==> config.mk <==
export PLATFORM = sky130hd
export DESIGN_NAME = inst_fetch_unit
export DESIGN_NICKNAME = d
export VERILOG_FILES = /design/src/rtl/cpu_fetch_pkg.sv /design/src/rtl/fetch_fifo.sv /design/src/rtl/inst_fetch_unit.sv
export SDC_FILE = /design/constraint.sdc
export NUM_CORES = 1
export LEC_CHECK = 0
export CAP_MARGIN = 20
export CELL_PAD_IN_SITES_DETAIL_PLACEMENT = 1
export CELL_PAD_IN_SITES_GLOBAL_PLACEMENT = 1
export CORE_ASPECT_RATIO = 1.1
export CORE_MARGIN = 2
export CORE_UTILIZATION = 39
export DETAILED_ROUTE_END_ITERATION = 10
export PLACE_DENSITY = 0.9
export SLEW_MARGIN = 20
export SYNTH_ARGS = -nofsm -noshare
export SYNTH_HDL_FRONTEND = slang
export SYNTH_SLANG_ARGS = --single-unit
==> constraint.sdc <==
create_clock -name clk -period 6.9 [get_ports clk]
set_input_delay 1.38 -clock clk [delete_from_list [all_inputs] [get_ports clk]]
set_output_delay 1.38 -clock clk [all_outputs]
set_load 0.005 [all_outputs]
==> src/rtl/cpu_fetch_pkg.sv <==
// Shared types and constants for the instruction fetch unit.
// The entry struct documents the default 32/32 layout pushed into the FIFO.
package cpu_fetch_pkg;

  typedef enum logic [1:0] {
    IDLE = 2'd0,
    REQ  = 2'd1,
    WAIT = 2'd2,
    DROP = 2'd3
  } fetch_state_t;

  localparam int unsigned PC_STEP = 4;

  typedef struct packed {
    logic [31:0] pc;
    logic [31:0] inst;
  } fetch_entry_t;

endpackage

==> src/rtl/fetch_fifo.sv <==
// Small power-of-two FIFO for fetched {pc, inst} entries.
// Push and pop may coincide at any occupancy; flush empties it in one cycle.
module fetch_fifo #(
  parameter int DEPTH = 2,
  parameter int WIDTH = 64,
  localparam int CNT_W = $clog2(DEPTH + 1)
) (
  input  logic             clk,
  input  logic             rst,
  input  logic             flush,
  input  logic             push,
  input  logic [WIDTH-1:0] push_data,
  input  logic             pop,
  output logic [WIDTH-1:0] head,
  output logic             valid,
  output logic [CNT_W-1:0] count
);

  localparam int PTR_W = $clog2(DEPTH);

  logic [WIDTH-1:0] mem [DEPTH];
  logic [PTR_W-1:0] rd_ptr;
  logic [PTR_W-1:0] wr_ptr;
  logic             do_pop;

  assign do_pop = pop && (count != '0);

  // NOTE: the storage is only DEPTH entries, so it is reset along with the
  // pointers; that way the head outputs read zero straight out of reset.
  always_ff @(posedge clk or posedge rst) begin
    if (rst) begin
      rd_ptr <= '0;
      wr_ptr <= '0;
      count  <= '0;
      for (int i = 0; i < DEPTH; i++) mem[i] <= '0;
    end else if (flush) begin
      rd_ptr <= '0;
      wr_ptr <= '0;
      count  <= '0;
    end else begin
      if (push) begin
        mem[wr_ptr] <= push_data;
        wr_ptr      <= wr_ptr + PTR_W'(1);
      end
      if (do_pop) rd_ptr <= rd_ptr + PTR_W'(1);
      count <= count + CNT_W'(push) - CNT_W'(do_pop);
    end
  end

  assign head  = mem[rd_ptr];
  assign valid = (count != '0);

endmodule

==> src/rtl/inst_fetch_unit.sv <==
// Fetch unit: issues one read at a time to instruction memory and queues the
// returned words with their addresses for decode; redirects flush everything.
module inst_fetch_unit
  import cpu_fetch_pkg::*;
#(
  parameter int                ADDR_W   = 32,
  parameter int                DATA_W   = 32,
  parameter int                DEPTH    = 2,
  parameter logic [ADDR_W-1:0] RESET_PC = '0
) (
  input  logic              clk,
  input  logic              rst,
  input  logic              redirValid,
  input  logic [ADDR_W-1:0] redirPc,
  output logic              memReq,
  output logic [ADDR_W-1:0] memAddr,
  input  logic              memGnt,
  input  logic              memRvalid,
  input  logic [DATA_W-1:0] memRdata,
  output logic              instValid,
  output logic [DATA_W-1:0] inst,
  output logic [ADDR_W-1:0] instPc,
  input  logic              instReady,
  output logic [ADDR_W-1:0] fetchPc
);

  localparam int CNT_W   = $clog2(DEPTH + 1);
  localparam int ENTRY_W = ADDR_W + DATA_W;

  fetch_state_t        state;
  fetch_state_t        state_nxt;
  logic [ADDR_W-1:0]   pc;
  logic [ADDR_W-1:0]   redir_target;
  logic [CNT_W-1:0]    count;
  logic [ENTRY_W-1:0]  head;
  logic                fifo_valid;
  logic                push;
  logic                pop;
  logic                room_after;

  assign redir_target = redirPc & ~ADDR_W'(3);
  assign pop          = instValid && instReady;
  assign push         = (state == WAIT) && memRvalid && !redirValid;
  // Occupancy after this cycle's push and pop decides whether to fetch again.
  assign room_after   = (int'(count) + int'(push) - int'(pop)) < DEPTH;

  // NOTE: next-state logic uses blocking assignments and starts from a default,
  // so every path assigns state_nxt and no latch is inferred.
  always_comb begin
    state_nxt = state;
    case (state)
      IDLE:    if (count < CNT_W'(DEPTH)) state_nxt = REQ;
      REQ:     if (memGnt) state_nxt = WAIT;
      WAIT:    if (memRvalid) state_nxt = room_after ? REQ : IDLE;
      DROP:    if (memRvalid) state_nxt = IDLE;
      default: state_nxt = IDLE;
    endcase
    if (redirValid) begin
      // A read already accepted by memory must have its response swallowed.
      if ((state == REQ && memGnt) || (state == WAIT && !memRvalid) ||
          (state == DROP && !memRvalid))
        state_nxt = DROP;
      else
        state_nxt = IDLE;
    end
  end

  // NOTE: all state registers use non-blocking assignments.
  always_ff @(posedge clk or posedge rst) begin
    if (rst) begin
      state <= IDLE;
      pc    <= RESET_PC;
    end else begin
      state <= state_nxt;
      if (redirValid) pc <= redir_target;
      else if (push)  pc <= pc + ADDR_W'(PC_STEP);
    end
  end

  fetch_fifo #(
    .DEPTH (DEPTH),
    .WIDTH (ENTRY_W)
  ) u_fifo (
    .clk       (clk),
    .rst       (rst),
    .flush     (redirValid),
    .push      (push),
    .push_data ({pc, memRdata}),
    .pop       (pop),
    .head      (head),
    .valid     (fifo_valid),
    .count     (count)
  );

  assign memReq    = (state == REQ);
  assign memAddr   = pc;
  assign fetchPc   = pc;
  assign instValid = fifo_valid;
  assign instPc    = head[ENTRY_W-1 -: ADDR_W];
  assign inst      = head[DATA_W-1:0];

endmodule

==> Flow_metrics.wiki <==
{| class="wikitable"
! Metric !! Value
|-
| Worst R2R Start || u_fifo.count[1]$_DFF_PP0_
|-
| Top-level port count || 200
|-
| Worst setup path class || flop to output pin
|-
| Post-synth cell types || 53
|-
| Largest buffer count on any clock path || 2
|-
| Endpoints failing hold || 0
|-
| Worst IR drop on VDD || between 0.2 and 0.25 mV
|-
| Post-DRT Antenna Nets || 0
|-
| Initial core utilization || 0.3967
|-
| Skew-Pair Late Insertion Delay || about 0.42 ns
|-
| Worst Hold Launch || u_fifo.mem[89]$_DFFE_PP0P_
|-
| Layout cell share with drive strength beyond 1 || 0.3017
|-
| Setup repair after global routing missed its margin || false
|-
| Count of final setup violators || 0
|-
| Maximum fanout along the worst path || between 60 and 70
|-
| Clock Skew || a little over 0.008 ns
|-
| Most frequent cells in the layout || sky130_fd_sc_hd__clkdlybuf4s50_1, sky130_fd_sc_hd__mux2_2, sky130_fd_sc_hd__dfrtp_1, sky130_fd_sc_hd__nand2_1, sky130_fd_sc_hd__nor2_1
|-
| # DRC || 0
|-
| Number of nets in the layout || 832
|-
| Commonest register cell after synthesis || sky130_fd_sc_hd__dfrtp_1
|-
| TritonRoute pass-1 iters || 4
|-
| Global router's overall resource usage || 0.1951
|-
| Post-synthesis average cell area || roughly 13 sq um
|-
| Setup Slack @ Placement || 2.810 ns
|-
| DR vias || 5,386
|-
| Area added between synthesis and finish || 31.45%
|-
| Worst rel slew slack || 0.3630
|-
| Footprint of the multi-input gates || approximately 3300 sq um
|-
| Worst Tran Pin Value || 0.9555 ns
|-
| TritonCTS clock tree || built
|-
| Crit path launch type || flop
|-
| Final Total Pwr || roughly 4 mW
|-
| Post-detailed-placement half-perimeter wirelength || 13,460 um
|-
| Commonest non-fill, non-tap cell in the layout || sky130_fd_sc_hd__clkdlybuf4s50_1
|-
| Count of clock tree sinks || 160
|-
| CTS H-tree lvls || 4
|-
| RePlAce Congestion || between 0.7 and 0.8
|-
| First-pass GRT wire length || 33,110 um
|-
| Global route overflow || 0
|-
| Final worst path period share || 0.5569
|-
| N_diodes || 0
|-
| Std-Cell Core Area || a little under 20,000 sq um
|-
| Pwr Density || 390.9 nW/um^2
|-
| Data arrival time of the critical path || 2.46 ns
|-
| Count of cells resized by post-cts repair || 0
|-
| Static leakage power || ~4.4 nW
|-
| Buffers inserted during post-CTS setup optimization || 0
|-
| Setup TNS || 0 ns
|-
| Max-slew violations || 0
|-
| Cts bufs inserted || 17
|-
| Chip height || 152.6 um
|-
| Filler cell count || roughly 2,000
|-
| Number of antenna violations at the first check in global routing || 1
|-
| Top achievable clock speed || ~0.26 GHz
|-
| Syn Std Cell Area || about 7800 sq um
|-
| Synthesized netlist cell count || between 600 and 700
|-
| Share of the yosys chip area belonging to registers || 0.5116
|-
| Result of the run || finished clean
|-
| FF/Latch Area || ~4000 sq um
|-
| Data required, critical path || 5.52 ns
|-
| Maximum number of pins on one net before global-route repair || 104
|-
| Total length of routed wires || just over 20,000 um
|-
| Port Buf Inserts || between 150 and 200
|-
| Max capacitance violation total || 0
|-
| Number of synthesized flops with an enable pin || 0
|-
| Vias in the first global route || between 6,000 and 7,000
|-
| Yosys reg bits || 160
|-
| Count of routing violations after the opening detailed-route iteration || approximately 150
|-
| Final period demand of the worst path || a little under 4 ns
|-
| Clock transition at path regs || 0.07 ns
|-
| DR WL/cell || approximately 20 um
|-
| Synthesis warning total || 0
|-
| Library cell used as clock root buffer || sky130_fd_sc_hd__clkbuf_16
|-
| Ys async rst share || 1.000
|-
| Crit path launch || u_fifo.rd_ptr$_DFFE_PP0P_
|-
| Area enclosed by the die boundary || between 20,000 and 25,000 sq um
|-
| Final worst-path setup slack || 3.058 ns
|-
| Via density per instance || between 5 and 6
|-
| Worst Hold Class || flop to flop
|-
| Crit end category || output pin
|-
| Horizontal extent of the die || 139.1 um
|-
| Number of buffers added to fix hold violations after cts || 0
|-
| Site row count || between 50 and 60
|}
==> registers in the layout, indices dropped and copies added (netlist names) <==
name / count
u_fifo.mem: 124
fetchPc: 30
state: 2
u_fifo.count: 2
u_fifo.rd_ptr: 1
u_fifo.wr_ptr: 1
==> report_power, final <==
part / total [mW] / internal, mW / leakage [nW] / switching [mW]
registers: 1.49 / 1.27 / 2.03 / 0.219
clock network: 1.01 / 0.594 / 0.313 / 0.418
logic: 1.52 / 1.01 / 2.09 / 0.514
total: 4.02 / 2.87 / 4.43 / 1.15
==> cells by family after synthesis <==
| logic type | share of synthesized area |
|---|---|
| other cells | 0.0004792 |
| compound gates | 0.04605 |
| fa+ha+maj | 0.01055 |
| simple gates | 0.07866 |
| buf+inv | 0.06699 |
| mux | 0.2689 |
| flops | 0.5116 |
| xor+xnor | 0.01679 |
==> through the flow <==
| step | cell area (sq um) | hold slack, ns | instances | utilization |
|---|---|---|---|---|
| after CTS | 10270 | 0.4906 | 1020 | 0.5207 |
| after global placement | 9632 | 0.4668 | 988 | 0.4882 |
| after global routing | 10290 | 0.5125 | 1021 | 0.5214 |
| after floorplan | 7845 | 0.4541 | 612 | - |
| after detailed placement | 9632 | 0.4750 | 988 | 0.4882 |
| final | 10290 | 0.4883 | 1021 | 0.5214 |
==> Yosys cell counts (2+ instances only) <==
master	instances	area (sq um)
sky130_fd_sc_hd__and2_1	3	18.77
sky130_fd_sc_hd__inv_1	7	26.28
sky130_fd_sc_hd__or3_1	3	18.77
sky130_fd_sc_hd__o31ai_1	13	97.59
sky130_fd_sc_hd__dfrtp_1	160	4004
sky130_fd_sc_hd__xor2_1	9	78.83
sky130_fd_sc_hd__buf_2	10	50.05
sky130_fd_sc_hd__clkbuf_8	4	55.05
sky130_fd_sc_hd__and4_2	2	20.02
sky130_fd_sc_hd__nor2_1	19	71.32
sky130_fd_sc_hd__nand4_1	7	43.79
sky130_fd_sc_hd__nand3_1	11	55.05
sky130_fd_sc_hd__and3b_1	2	17.52
sky130_fd_sc_hd__nand2b_1	4	25.02
sky130_fd_sc_hd__o31a_2	2	20.02
sky130_fd_sc_hd__buf_6	2	22.52
sky130_fd_sc_hd__nor4_1	2	12.51
sky130_fd_sc_hd__buf_4	41	307.8
sky130_fd_sc_hd__nor2b_1	3	18.77
sky130_fd_sc_hd__mux2_1	6	67.56
sky130_fd_sc_hd__xnor2_1	6	52.55
sky130_fd_sc_hd__buf_1	6	22.52
sky130_fd_sc_hd__nand2_1	22	82.58
sky130_fd_sc_hd__clkbuf_1	7	26.28
sky130_fd_sc_hd__o21ai_0	15	75.07
sky130_fd_sc_hd__ha_1	5	62.56
sky130_fd_sc_hd__a31oi_1	16	100.1
sky130_fd_sc_hd__nand4_2	2	25.02
sky130_fd_sc_hd__or4_1	13	97.59
sky130_fd_sc_hd__mux2_2	180	2027
sky130_fd_sc_hd__and4_1	2	17.52
sky130_fd_sc_hd__o31a_1	2	17.52
==> area by class of cell <==
type,instances,share of cell area
clock buffer,18,0.04269
inverter,7,0.003041
tap,252,0.03065
timing repair buffer,197,0.1910
multi-input combinational,373,0.3238
clock inverter,14,0.01958
sequential,160,0.3893
==> final timing paths <==
kind | to | slack [ns] | cells after the start
worst min-delay path | u_fifo.mem[89]$_DFFE_PP0P_ | 0.49 | 1
worst max-delay path | inst[27] | 3.06 | 3
worst min register to register | u_fifo.mem[89]$_DFFE_PP0P_ | 0.49 | 1
worst max register to register | state[0]$_DFFE_PP0P_ | 4.12 | 9
max in group asynchronous | u_fifo.mem[94]$_DFFE_PP0P_ | 3.98 | 3
min in group asynchronous | u_fifo.mem[39]$_DFFE_PP0P_ | 1.53 | 2
==> worst max-delay path, stage by stage, from the launching register on <==
cell	delay [ns]
sky130_fd_sc_hd__dfrtp_2	0.35
sky130_fd_sc_hd__buf_4	0.70
sky130_fd_sc_hd__mux2_2	0.44
sky130_fd_sc_hd__clkdlybuf4s50_1	0.48
==> metal layers <==
metal	vias to the layer above	GRT usage	routed length [um]
met5	-	0	0
met1	2773	0.2296	8306
met2	141	0.3549	10680
met4	0	0.05724	301
li1	2452	-	-
met3	20	0.04463	926
(Power assumes the default switching activity.)
==> RTL change (same settings) <==
Change the parameter `ADDR_W` from 32 to 64.
--- a/src/rtl/inst_fetch_unit.sv
+++ b/src/rtl/inst_fetch_unit.sv
@@ -3,7 +3,7 @@
 module inst_fetch_unit
   import cpu_fetch_pkg::*;
 #(
-  parameter int                ADDR_W   = 32,
+  parameter int                ADDR_W   = 64,
   parameter int                DATA_W   = 32,
   parameter int                DEPTH    = 2,
   parameter logic [ADDR_W-1:0] RESET_PC = '0
Ports: changed (resized fetchPc, instPc, memAddr and redirPc); port bits go from 200 to 328. The function was not compared with the original's and may differ.
==> RTL change against the unedited design <==
  * Global-route usage up 3.5 points
  * Power up 53%
  * Worst setup slack worse by 620 ps
  * Sequential cell count up 96
  * Synthesized cell count up 78%
  * Die area up 61%
  * Final area up 64%
  * Count of clock-buffer cells in the layout up 24
  * Area after synthesis up 63%
  * Clock power up 47%
  * Routed wire length up 96%
  * Sequential power up 61%
  * Maximum frequency down 14%
  * Largest cell class unchanged
==> RTL change: results <==
{
  "n_all_inverters": 11,
  "portBuffers": 319,
  "comb.multi_input.count": 691,
  "antenna_found_initial": 7,
  "drt_wl_total_um": 39560,
  "wl_met2_um": 20660,
  "met2_usage_pct": 41.84,
  "hold_depth": 2,
  "min-delay-start": "u_fifo.mem[64]$_DFFE_PP0P_",
  "leakagePower_uw": 0.007090,
  "sh_seq_area_pct": 38.06,
  "final_util_pct": 52.15,
  "cts_sinks": 256,
  "place_congestion": 0.7385,
  "grt.met1_usage_pct": 26.73,
  "hpwl_um": 26790,
  "placed_cell_area_mm2": 0.01591,
  "diodes": 8,
  "clkCellAreaFrac_pct": 5.387,
  "fin_hold_ws_ps": 473.2,
  "drtIter0Drc": 397,
  "h-tree-depth": 1,
  "fill_cells": 3335,
  "multi_input_area_share_pct": 33.31,
  "nNetsFinal": 1429,
  "critical-path-slowest-cell": "dfrtp_4",
  "route.met3.wl_um": 2554,
  "drive_gt1_share_pct": 26.19,
  "slowest_delay_ps": 1070,
  "globalRouteTotalUtil_pct": 23.00,
  "synth_adder_area_share_pct": 0.6476,
  "clockBufferDepth": 3,
  "skew_ps": 8.863,
  "clkbuf_count": 42,
  "status": "complete, no violations",
  "yosys-top-cells-count": "mux2_2 (278), dfrtp_1 (256), nand2_1 (75), buf_4 (68), o21ai_0 (47)",
  "drt-vias-per-instance": 5.409,
  "tightest_slew_ps": 1099,
  "arrival_ps": 3080
}
-- RTL change: changes by cell type after synthesis, sizes merged, moves of 30 or more --
cell	before	now
nand2	23	75
dfrtp	160	256
o21ai	15	47
clkbuf	12	42
mux2	186	278
-- RTL change: power breakdown --
part | leakage, uW | internal [uW] | total, uW | switching [uW]
clock | 0.000449 | 874 | 1480 | 605
combinational | 0.00340 | 1510 | 2260 | 751
sequential | 0.00324 | 1990 | 2400 | 414
-- RTL change: how the worst max path moves through the flow --
stage	to	slack (ps)	depth (start not counted)
CTS	inst[10]	2360	3
global route	instPc[57]	2280	3
detailed placement	fetchPc[58]$_DFFE_PP0N_	2320	6
global placement	fetchPc[58]$_DFFE_PP0N_	2350	6
finish	inst[24]	2440	3
floorplan	fetchPc[10]$_DFFE_PP0N_	2150	1
-- RTL change: worst min-delay path, stage by stage, from the launching register on --
cell and delay (ps):
dfrtp_1 340, nand2_1 50, o21ai_0 60
